$ cat config.mk
export PLATFORM = sky130hd
export DESIGN_NAME = ifetch
export DESIGN_NICKNAME = d
export VERILOG_FILES = /design/src/rtl/cpu_pkg.sv /design/src/rtl/fetch_queue.sv /design/src/rtl/ifetch.sv
export SDC_FILE = /design/constraint.sdc
export NUM_CORES = 1
export LEC_CHECK = 0
export ABC_AREA = 1
export CAP_MARGIN = 15
export CORE_MARGIN = 2
export CORE_UTILIZATION = 50
export DETAILED_ROUTE_END_ITERATION = 12
export PLACE_DENSITY = 0.78
export SLEW_MARGIN = 30
export SYNTH_ARGS = -nofsm -noshare
export SYNTH_HDL_FRONTEND = slang
export SYNTH_SLANG_ARGS = --single-unit
$ cat constraint.sdc
create_clock -name clk -period 3.5 [get_ports clk]
set_clock_uncertainty 0.15 [all_clocks]
set_input_delay 0.35 -clock clk [delete_from_list [all_inputs] [get_ports clk]]
set_output_delay 0.35 -clock clk [all_outputs]
set_load 0.05 [all_outputs]
$ cat src/rtl/cpu_pkg.sv
// Shared CPU constants used by fetch and decode.
// Holds default widths and the HALT opcode.
package cpu_pkg;
   localparam int CPU_AW = 8;
   localparam int CPU_IW = 16;
   localparam logic [3:0] OP_HALT = 4'b1111;

   function automatic logic is_halt(input logic [3:0] op);
      return op == OP_HALT;
   endfunction
endpackage

$ cat src/rtl/fetch_queue.sv
// Small prefetch FIFO with flush.
// Head entry is read combinationally.
module fetch_queue #(
   parameter int W     = 24,
   parameter int DEPTH = 2
) (
   input  logic         clk,
   input  logic         rst_n,
   input  logic         flush,
   input  logic         wr_en,
   input  logic [W-1:0] wr_data,
   input  logic         rd_en,
   output logic [W-1:0] rd_data,
   output logic         full,
   output logic         empty
);
   localparam int PW = $clog2(DEPTH);
   localparam int CW = PW + 1;

   logic [W-1:0]  mem_q [DEPTH];
   logic [W-1:0]  mem_d [DEPTH];
   logic [PW-1:0] wp_q, wp_d;
   logic [PW-1:0] rp_q, rp_d;
   logic [CW-1:0] cnt_q, cnt_d;

   always_comb begin
      mem_d = mem_q;
      wp_d  = wp_q;
      rp_d  = rp_q;
      cnt_d = cnt_q;
      if (flush) begin
         wp_d  = '0;
         rp_d  = '0;
         cnt_d = '0;
      end else begin
         if (wr_en) begin
            mem_d[wp_q] = wr_data;
            wp_d        = wp_q + 1'b1;
         end
         if (rd_en) begin
            rp_d = rp_q + 1'b1;
         end
         cnt_d = cnt_q + CW'(wr_en) - CW'(rd_en);
      end
   end

   // Storage is cleared so the head reads as zero out of reset.
   always_ff @(posedge clk or negedge rst_n) begin
      if (!rst_n) begin
         for (int i = 0; i < DEPTH; i++) mem_q[i] <= '0;
         wp_q  <= '0;
         rp_q  <= '0;
         cnt_q <= '0;
      end else begin
         mem_q <= mem_d;
         wp_q  <= wp_d;
         rp_q  <= rp_d;
         cnt_q <= cnt_d;
      end
   end

   assign rd_data = mem_q[rp_q];
   assign full    = (cnt_q == CW'(DEPTH));
   assign empty   = (cnt_q == '0);
endmodule

$ cat src/rtl/ifetch.sv
// Instruction fetch: PC, HALT and redirect control
// in front of a small prefetch queue.
module ifetch
   import cpu_pkg::*;
#(
   parameter int AW    = CPU_AW,
   parameter int IW    = CPU_IW,
   parameter int DEPTH = 2
) (
   input  logic          clk,
   input  logic          rst,
   output logic [AW-1:0] imem_addr,
   input  logic [IW-1:0] imem_rdata,
   input  logic          redirect_valid,
   input  logic [AW-1:0] redirect_pc,
   output logic          out_valid,
   input  logic          out_ready,
   output logic [IW-1:0] out_instr,
   output logic [AW-1:0] out_pc,
   output logic          halted
);
   logic [AW-1:0]    fpc_q, fpc_d;
   logic             halted_q, halted_d;
   logic             do_fetch;
   logic             deq;
   logic             word_halt;
   logic             q_full;
   logic             q_empty;
   logic [IW+AW-1:0] q_rdata;

   assign word_halt = is_halt(imem_rdata[IW-1 -: 4]);
   assign out_valid = !q_empty && !redirect_valid;
   assign deq       = out_valid && out_ready;
   assign do_fetch  = !halted_q && !redirect_valid && (!q_full || deq);

   // HALT is enqueued but fpc stays on it.
   always_comb begin
      fpc_d    = fpc_q;
      halted_d = halted_q;
      if (redirect_valid) begin
         fpc_d    = redirect_pc;
         halted_d = 1'b0;
      end else if (do_fetch) begin
         if (word_halt) halted_d = 1'b1;
         else           fpc_d    = fpc_q + 1'b1;
      end
   end

   always_ff @(posedge clk or negedge rst) begin
      if (!rst) begin
         fpc_q    <= '0;
         halted_q <= 1'b0;
      end else begin
         fpc_q    <= fpc_d;
         halted_q <= halted_d;
      end
   end

   fetch_queue #(
      .W     (IW + AW),
      .DEPTH (DEPTH)
   ) u_q (
      .clk     (clk),
      .rst_n   (rst),
      .flush   (redirect_valid),
      .wr_en   (do_fetch),
      .wr_data ({imem_rdata, fpc_q}),
      .rd_en   (deq),
      .rd_data (q_rdata),
      .full    (q_full),
      .empty   (q_empty)
   );

   assign imem_addr = fpc_q;
   assign out_instr = q_rdata[IW+AW-1:AW];
   assign out_pc    = q_rdata[AW-1:0];
   assign halted    = halted_q;
endmodule

==> results_dict.tcl, run 1 <==
set metrics [dict create \
    synth_mux_area_frac 0 \
    slew_viol_final 0 \
    rsz0062_at_grt "no" \
    arrival_ps 2720 \
    track_usage 0.210 \
    cts_tree "done" \
    synth_compound_area_frac 0.149 \
    crit_fanout 49 \
    drt_iter0_markers 234 \
    grt_pass1_vias 2481 \
    portBuffers 61 \
    yosys.area_share.adder 0.0123 \
    place_congestion 0.826 \
    critical-path-slowest-cell "clkdlybuf4s50_1" \
    critical_path_buf_inv_count 2 \
    synth_nets 410 \
    vias_per_cell 5.07 \
    crit_required_ps 3520 \
    vdd_ir_drop_max_v 0.000481 \
    cp.depth 7 \
    yosys.area_share.simple 0.241 \
    hold-worst-slack_ps 344 \
    synthCells 379 \
    initial_utilization 0.515 \
    route.detailed.drc 0 \
    fp-row-count 28 \
    ctsRootBufferMaster "clkbuf_8" \
    powerDensity_mw_per_mm2 958 \
    seq_area_frac_synth 0.501 \
    clockBufferDepth 2 \
    htreeDepth 3 \
    drive_above_1_share 0.0886 \
    worstMarginPinSlew_ps 742 \
    leakage_nw 1.80 \
    synth_cell_type_count 25 \
    antenna_cells 0 \
    die_w_um 82.1 \
    r2r_cells 7 \
    hold_violations 0 \
    fmax_mhz 371 \
    crit_family "simple AND/OR/NAND/NOR gates" \
    worst_path_largest_cell_delay_ps 740 \
    vias 2612 \
    cts_buffers 9 \
    area_growth_pct 24.8 \
    max_cap_violations 0 \
    clock-sinks 61 \
    synth-xor-area-share 0.00862 \
    pin_count 62 \
    min_period_ps 2700 \
    tns_ps 0 \
    setup_violations 0 \
    fillers 520 \
    wl_um 6430 \
    post_cts_resized 0 \
    antenna_found_initial 0 \
    critPathKind "input port to flip-flop" \
    startpoint "redirect_valid" \
    coreArea_mm2 0.00592 \
    layout.nets 466 \
    wl_per_cell_um 12.5 \
    grt_max_degree 50 \
    dieHeight_um 82.1 \
    grt_overflow 0 \
    netlist_area_mm2 0.00305 \
    layout_commonest_cell "nand2_1" \
    clkSlewWorstSetupHoldPaths_ps 70 \
    hp-start "u_q.rp_q" \
    ant_nets 0 \
    slew_headroom 0.504 \
    dieArea_mm2 0.00674 \
    status "complete, no violations" \
    min_path_cells 1 \
    yosys_warnings 0 \
    r2r_start "u_q.cnt_q[1]" \
    firstDrtPassIters 4 \
    cp-end-kind "flip-flop" \
    hold_class "flip-flop to flip-flop" \
    startpoint_type "input port" \
    clk_latency_ps 320 \
    ctsHoldBuffers 0 \
    timing.final.crit_share 0.771 \
    mostFrequentLayoutCells "141 x nand2_1, 65 x o21ai_0, 61 x dfrtp_1, 60 x clkdlybuf4s50_1, 35 x inv_1" \
    syn_avg_cell_area_um2 8.05 \
    synth_top_family_by_area "simple AND/OR/NAND/NOR gates" \
    synth_seq_cells 61 \
    grt_pass1_wl_um 10800 \
    cp_cell_sequence "clkdlybuf4s50_1, inv_6, nand3_4, nand2_2, nand2_2, nor2_8, o21ai_0" \
    cts_setup_buffers 0 \
    hpwl_um 4280 \
    crit_path_frequent_cell "nand2_2" \
]
-- metal layers --
metal,vias up,part of all wire,track usage
li1,1305,-,-
met1,1223,0.46,0.268
met2,80,0.48,0.353
met3,4,0.053,0.0500
met4,0,0.0068,0.0667
met5,-,0,0
-- cell usage after synthesis --
master | count | area, um2
inv_1 | 35 | 131
nand3_1 | 13 | 65.1
nor2_8 | 1 | 20.0
nor2_4 | 1 | 11.3
o21ai_2 | 10 | 87.6
a31oi_1 | 1 | 6.26
dfrtp_1 | 61 | 1530
buf_8 | 1 | 15.0
buf_12 | 1 | 20.0
buf_2 | 1 | 5.00
buf_6 | 2 | 22.5
xnor2_1 | 2 | 17.5
ha_1 | 3 | 37.5
inv_6 | 1 | 8.76
xor2_1 | 1 | 8.76
nor2_1 | 11 | 41.3
o21ai_0 | 65 | 325
a21oi_1 | 1 | 5.00
nand3_4 | 1 | 17.5
nand2_2 | 8 | 50.1
nand2_1 | 141 | 529
clkbuf_1 | 10 | 37.5
buf_4 | 3 | 22.5
clkbuf_4 | 1 | 7.51
o21bai_1 | 4 | 30.0
-- flip-flops by register name, summed over array words and instances, names as in the netlist --
name / flops
u_q.mem_q: 48
imem_addr: 8
u_q.cnt_q: 2
halted: 1
u_q.rp_q: 1
u_q.wp_q: 1
-- cells by family after synthesis --
kind of cell | count (synthesis)
simple gates | 176
compound gates | 81
flops | 61
buf+inv | 55
xor+xnor | 3
fa+ha+maj | 3
-- report_power, final --
group          switching, mW  internal, mW  leakage (nW)
clock network          0.256         0.252        0.0829
logic                   1.35         0.620         0.953
registers              0.162          1.01         0.765
total                   1.77          1.88          1.80
-- per-stage QoR --
step                cells  power (mW)   util  instance area, um2  setup WS, ps
floorplan             379        2.59      -                3050          1310
global placement      498        3.11  0.614                3630           583
detailed placement    498        3.15  0.614                3630           453
CTS                   514        3.67  0.641                3790           794
global route          515        3.89  0.643                3800           564
finish                515        3.64  0.643                3800           803
-- area by class of cell --
class / instances / area, um2 / area share
clock buffers: 11 / 131 / 0.0345
clock inverters: 5 / 27.5 / 0.00723
inverters: 36 / 140 / 0.0368
multi-input cells: 263 / 1250 / 0.329
flip-flops and latches: 61 / 1530 / 0.401
well taps: 75 / 93.8 / 0.0247
repair buffers: 64 / 633 / 0.166
-- final timing paths --
check | end | slack (ps)
setup / recovery | u_q.mem_q[43] | 800
hold / removal | u_q.rp_q | 340
setup reg to reg | u_q.mem_q[43] | 1290
hold reg to reg | u_q.rp_q | 340
max in group asynchronous | u_q.mem_q[15] | 2130
min in group asynchronous | u_q.mem_q[32] | 390
Power figures use the tool's default switching activity.
==> inputs of run 2 (changes only) <==
--- a/config.mk
+++ b/config.mk
@@ -8,9 +8,9 @@
 export ABC_AREA = 1
 export CAP_MARGIN = 15
 export CORE_MARGIN = 2
-export CORE_UTILIZATION = 50
+export CORE_UTILIZATION = 46
 export DETAILED_ROUTE_END_ITERATION = 12
-export PLACE_DENSITY = 0.78
+export PLACE_DENSITY = 0.76
 export SLEW_MARGIN = 30
 export SYNTH_ARGS = -nofsm -noshare
 export SYNTH_HDL_FRONTEND = slang
==> constraint.sdc (replaced) <==
create_clock -name clk -period 2.19 [get_ports clk]
set_clock_uncertainty 0.15 [all_clocks]
set_input_delay 0.219 -clock clk [delete_from_list [all_inputs] [get_ports clk]]
set_output_delay 0.219 -clock clk [all_outputs]
set_load 0.05 [all_outputs]
==> results_dict.tcl, run 2 (synthesis results as in run 1) <==
set metrics [dict create \
    slew_viol_final 0 \
    clkSlewWorstSetupHoldPaths_ps 70 \
    dieHeight_um 85.4 \
    largest_register_ffs 48 \
    netSwitchingPower_mw 3.05 \
    place_congestion 0.851 \
    vdd_ir_drop_max_v 0.00102 \
    cp-end-kind "output port" \
    post_cts_resized 0 \
    cp.depth 1 \
    slew_headroom 0.648 \
    worstMarginPinSlew_ps 527 \
    drive_above_1_share 0.161 \
    powerDensity_mw_per_mm2 1640 \
    clk_latency_ps 340 \
    firstDrtPassIters 4 \
    r2r_slack_ps 450 \
    leakage_nw 1.99 \
    grt_pass1_vias 2553 \
    wl_um 6560 \
    hold_violations 0 \
    antenna_found_initial 0 \
    track_usage 0.201 \
    r2r-end "u_q.mem_q[13]" \
    portBuffers 61 \
    hold_class "input port to asynchronous set/reset pin" \
    finish.utilization 0.652 \
    top_register "u_q.mem_q" \
    coreArea_mm2 0.00639 \
    critical-path-slowest-cell "clkdlybuf4s50_1" \
    rsz0062_at_grt "no" \
    die_w_um 85.4 \
    r2r_start "u_q.cnt_q[1]" \
    critPathKind "flip-flop to output port" \
    fmax_mhz 487 \
    startpoint_type "flip-flop" \
    layout.nets 472 \
    cts_tree "done" \
    internal_power_mw 3.77 \
    startpoint "imem_addr[5]" \
    ant_nets 0 \
    grt_max_degree 41 \
    setup_violations 0 \
    grt_pass1_wl_um 11500 \
    vias_per_cell 4.98 \
    status "complete, no violations" \
    route.detailed.drc 0 \
    mostFrequentLayoutCells "141 x nand2_1, 65 x o21ai_0, 61 x dfrtp_1, 35 x inv_1, 35 x clkdlybuf4s50_1" \
    arrival_ps 1690 \
    crit_fanout 8 \
    comb_power_share 0.583 \
    dieArea_mm2 0.00730 \
    clockBufferDepth 2 \
    layout_commonest_cell "nand2_1" \
    htreeDepth 3 \
    ctsRootBufferMaster "clkbuf_8" \
    drt_iter0_markers 182 \
    timing.final.crit_share 0.938 \
    min_period_ps 2060 \
    wl_per_cell_um 12.5 \
    cp_cell_sequence "clkdlybuf4s50_1" \
    crit_family "buffers and inverters" \
    vias 2603 \
    area_growth_pct 36.6 \
    initial_utilization 0.477 \
    pin_count 62 \
    fp-row-count 29 \
    tns_ps 0 \
    place_area_mm2 0.00396 \
    pwr-share-clk 0.144 \
    hpwl_um 4610 \
    swShare 0.448 \
    max_cap_violations 0 \
    r2r_cells 8 \
    grt_overflow 0 \
    crit_required_ps 1820 \
    antenna_cells 0 \
    design_area_mm2 0.00417 \
    clock-sinks 61 \
    power_frac_seq 0.273 \
    cts_buffers 9 \
    critical_path_buf_inv_count 1 \
    worst_path_largest_cell_delay_ps 860 \
]
-- run 2: changes by cell type in the layout (fill, tap and decap cells not counted), sizes merged --
cell,delta
buf,+31
clkdlybuf4s50,-25
clkbuf,-2
bufinv,+1
clkinv,+1
clkinvlp,-1
inv,+1
-- run 2: routing by layer --
layer,vias up,GRT usage,share of wire,wire [um]
met5,-,0,0,0
met4,0,0.118,0.028,181
met3,14,0.0340,0.047,309
met2,98,0.310,0.47,3090
met1,1173,0.268,0.45,2970
li1,1318,-,-,-
-- run 2: per-stage QoR --
| stage | power (mW) | worst slack, ps | hold slack, ps | std cells |
|---|---|---|---|---|
| after floorplan | 4.14 | 132 | -227 | 379 |
| after global placement | 5.78 | 90.8 | 75.4 | 506 |
| after detailed placement | 5.87 | 20.8 | 71.7 | 506 |
| after CTS | 6.89 | 96.5 | 227 | 523 |
| after global routing | 7.24 | 50.1 | 257 | 523 |
| final | 6.82 | 135 | 227 | 523 |
-- run 2: area by class of cell --
cell class	instances	area, um2
flip-flops and latches	61	1530
clock buffers	9	124
inverters	36	140
repair buffers	70	951
fillers	525	2220
well taps	77	96.3
multi-input cells	263	1250
clock inverters	7	75.1
-- run 2: worst max-delay path by stage --
stage	endpoint	slack (ps)
global route	imem_addr[5]	50
detailed placement	u_q.mem_q[9]	20
global placement	u_q.cnt_q[1]	90
floorplan	out_instr[10]	130
finish	imem_addr[5]	130
CTS	imem_addr[5]	100
-- run 2: repair_timing --
action | in CTS | in global routing
setup endpoints to repair | 0 | 0
endpoints found under the hold margin | 21 | 0
setup buffers | 0 | 0
hold buffers | 1 | 0
-- run 2: power groups by stage --
stage | sequential [mW] | clock (mW) | combinational [mW]
5_1_grt | 1.93 | 1.06 | 4.26
2_1_floorplan | 1.95 | 0 | 2.19
6_report | 1.86 | 0.983 | 3.97
3_5_place_dp | 1.88 | 0 | 3.99
3_3_place_gp | 1.86 | 0 | 3.91
4_1_cts | 1.86 | 1.01 | 4.01
==> inputs of run 3 (changes only) <==
--- a/config.mk
+++ b/config.mk
@@ -8,10 +8,9 @@
 export ABC_AREA = 1
 export CAP_MARGIN = 15
 export CORE_MARGIN = 2
-export CORE_UTILIZATION = 46
+export CORE_UTILIZATION = 25
 export DETAILED_ROUTE_END_ITERATION = 12
-export PLACE_DENSITY = 0.76
-export SLEW_MARGIN = 30
+export SLEW_MARGIN = 25
 export SYNTH_ARGS = -nofsm -noshare
 export SYNTH_HDL_FRONTEND = slang
 export SYNTH_SLANG_ARGS = --single-unit
==> results_dict.tcl, run 3 (synthesis results as in run 1) <==
set metrics [dict create \
    comb_power_share 0.542 \
    wl_per_cell_um 12.3 \
    grt_overflow 0 \
    grt_max_degree 30 \
    vias 2581 \
    netSwitchingPower_mw 3.09 \
    leakage_nw 2.07 \
    critical-path-slowest-cell "clkdlybuf4s50_1" \
    slew_headroom 0.601 \
    antenna_found_initial 0 \
    antenna_cells 0 \
    mostFrequentLayoutCells "141 x nand2_1, 65 x o21ai_0, 61 x dfrtp_1, 35 x inv_1, 35 x clkdlybuf4s50_1" \
    cts_tree "done" \
    cts_buffers 9 \
    die_w_um 114 \
    power_frac_seq 0.252 \
    final-seq-area_mm2 0.00153 \
    top_register "u_q.mem_q" \
    critPathKind "flip-flop to output port" \
    setup_violations 0 \
    min_period_ps 2050 \
    wl_um 7350 \
    tns_ps 0 \
    grt_pass1_vias 2594 \
    design_area_mm2 0.00441 \
    post_cts_resized 0 \
    place_area_mm2 0.00407 \
    placed_cells 580 \
    startpoint_type "flip-flop" \
    dieArea_mm2 0.0131 \
    max_cap_violations 0 \
    pin_count 62 \
    crit_fanout 7 \
    clock-sinks 61 \
    fmax_mhz 488 \
    initial_utilization 0.255 \
    firstDrtPassIters 5 \
    place_congestion 0.767 \
    hold_class "input port to asynchronous set/reset pin" \
    clk_latency_ps 320 \
    crit_required_ps 1820 \
    layout.nets 476 \
    drt_iter0_markers 202 \
    slew_viol_final 0 \
    cp-end-kind "output port" \
    powerDensity_mw_per_mm2 1680 \
    fillers 1198 \
    vdd_ir_drop_max_v 0.000660 \
    clkSlewWorstSetupHoldPaths_ps 50 \
    track_usage 0.119 \
    coreArea_mm2 0.0120 \
    area_growth_pct 44.6 \
    worstMarginPinSlew_ps 592 \
    pwr-share-clk 0.205 \
    ctsRootBufferMaster "clkbuf_16" \
    crit_family "buffers and inverters" \
    ant_nets 0 \
    grt_pass1_wl_um 12400 \
    hpwl_um 5260 \
    hold_violations 0 \
    swShare 0.417 \
    multi_input_area_mm2 0.00125 \
    timing.final.crit_share 0.936 \
    vias_per_cell 4.32 \
    cp_cell_sequence "clkdlybuf4s50_1" \
    dieHeight_um 114 \
    fp-row-count 40 \
    critical_path_buf_inv_count 1 \
    rsz0062_at_grt "no" \
    internal_power_mw 4.31 \
    clockBufferDepth 2 \
    arrival_ps 1680 \
    largest_register_ffs 48 \
    stdcell_count 597 \
    layout_commonest_cell "nand2_1" \
    htreeDepth 3 \
    route.detailed.drc 0 \
    worst_path_largest_cell_delay_ps 870 \
    portBuffers 61 \
    status "complete, no violations" \
    drive_above_1_share 0.167 \
    power.total_mw 7.40 \
    cts_setup_buffers 0 \
]
-- run 3: layout make-up --
| cell class | instances | share of cell area |
|---|---|---|
| inverter | 36 | 0.0318 |
| clock inverter | 4 | 0.0159 |
| multi-input combinational | 263 | 0.284 |
| sequential | 61 | 0.346 |
| tap | 147 | 0.0417 |
| clock buffer | 12 | 0.0582 |
| timing repair buffer | 74 | 0.222 |
-- run 3: path summary, 6_finish.rpt --
path | from | endpoint | slack (ps) | cells after the start
setup / recovery | imem_addr[0] | imem_addr[0] | 140 | 1
hold / removal | rst | u_q.mem_q[2] | 200 | 2
setup reg to reg | u_q.cnt_q[1] | u_q.mem_q[8] | 440 | 8
hold reg to reg | u_q.mem_q[0] | u_q.mem_q[0] | 340 | 2
max in group asynchronous | rst | u_q.mem_q[46] | 1050 | 3
min in group clk | imem_rdata[9] | u_q.mem_q[17] | 330 | 3
-- run 3: repair_timing --
action                                  CTS  global route
hold endpoints to repair                 13             0
endpoints found under the setup margin    0             0
hold buffers                              1             0
-- run 3: power by group through the flow --
stage               sequential (mW)  clock, mW  combinational, mW
floorplan                      1.95          0               2.19
global placement               1.87          0               3.97
detailed placement             1.89          0               4.04
CTS                            1.87       1.57               4.05
global route                   1.92       1.62               4.30
finish                         1.87       1.52               4.01
-- run 3: routing by layer --
metal,track usage,vias to the layer above,share of wire
met2,0.188,47,0.48
met5,0,-,0
li1,-,1326,-
met1,0.158,1201,0.47
met3,0.0259,7,0.040
met4,0.0520,0,0.0086
-- run 3: through the flow --
step	hold WS [ps]	utilization	worst slack (ps)
floorplan	-227	-	132
global placement	-8.44	0.341	125
detailed placement	-5.21	0.341	60.7
CTS	202	0.369	112
global route	232	0.369	77.2
finish	198	0.369	140
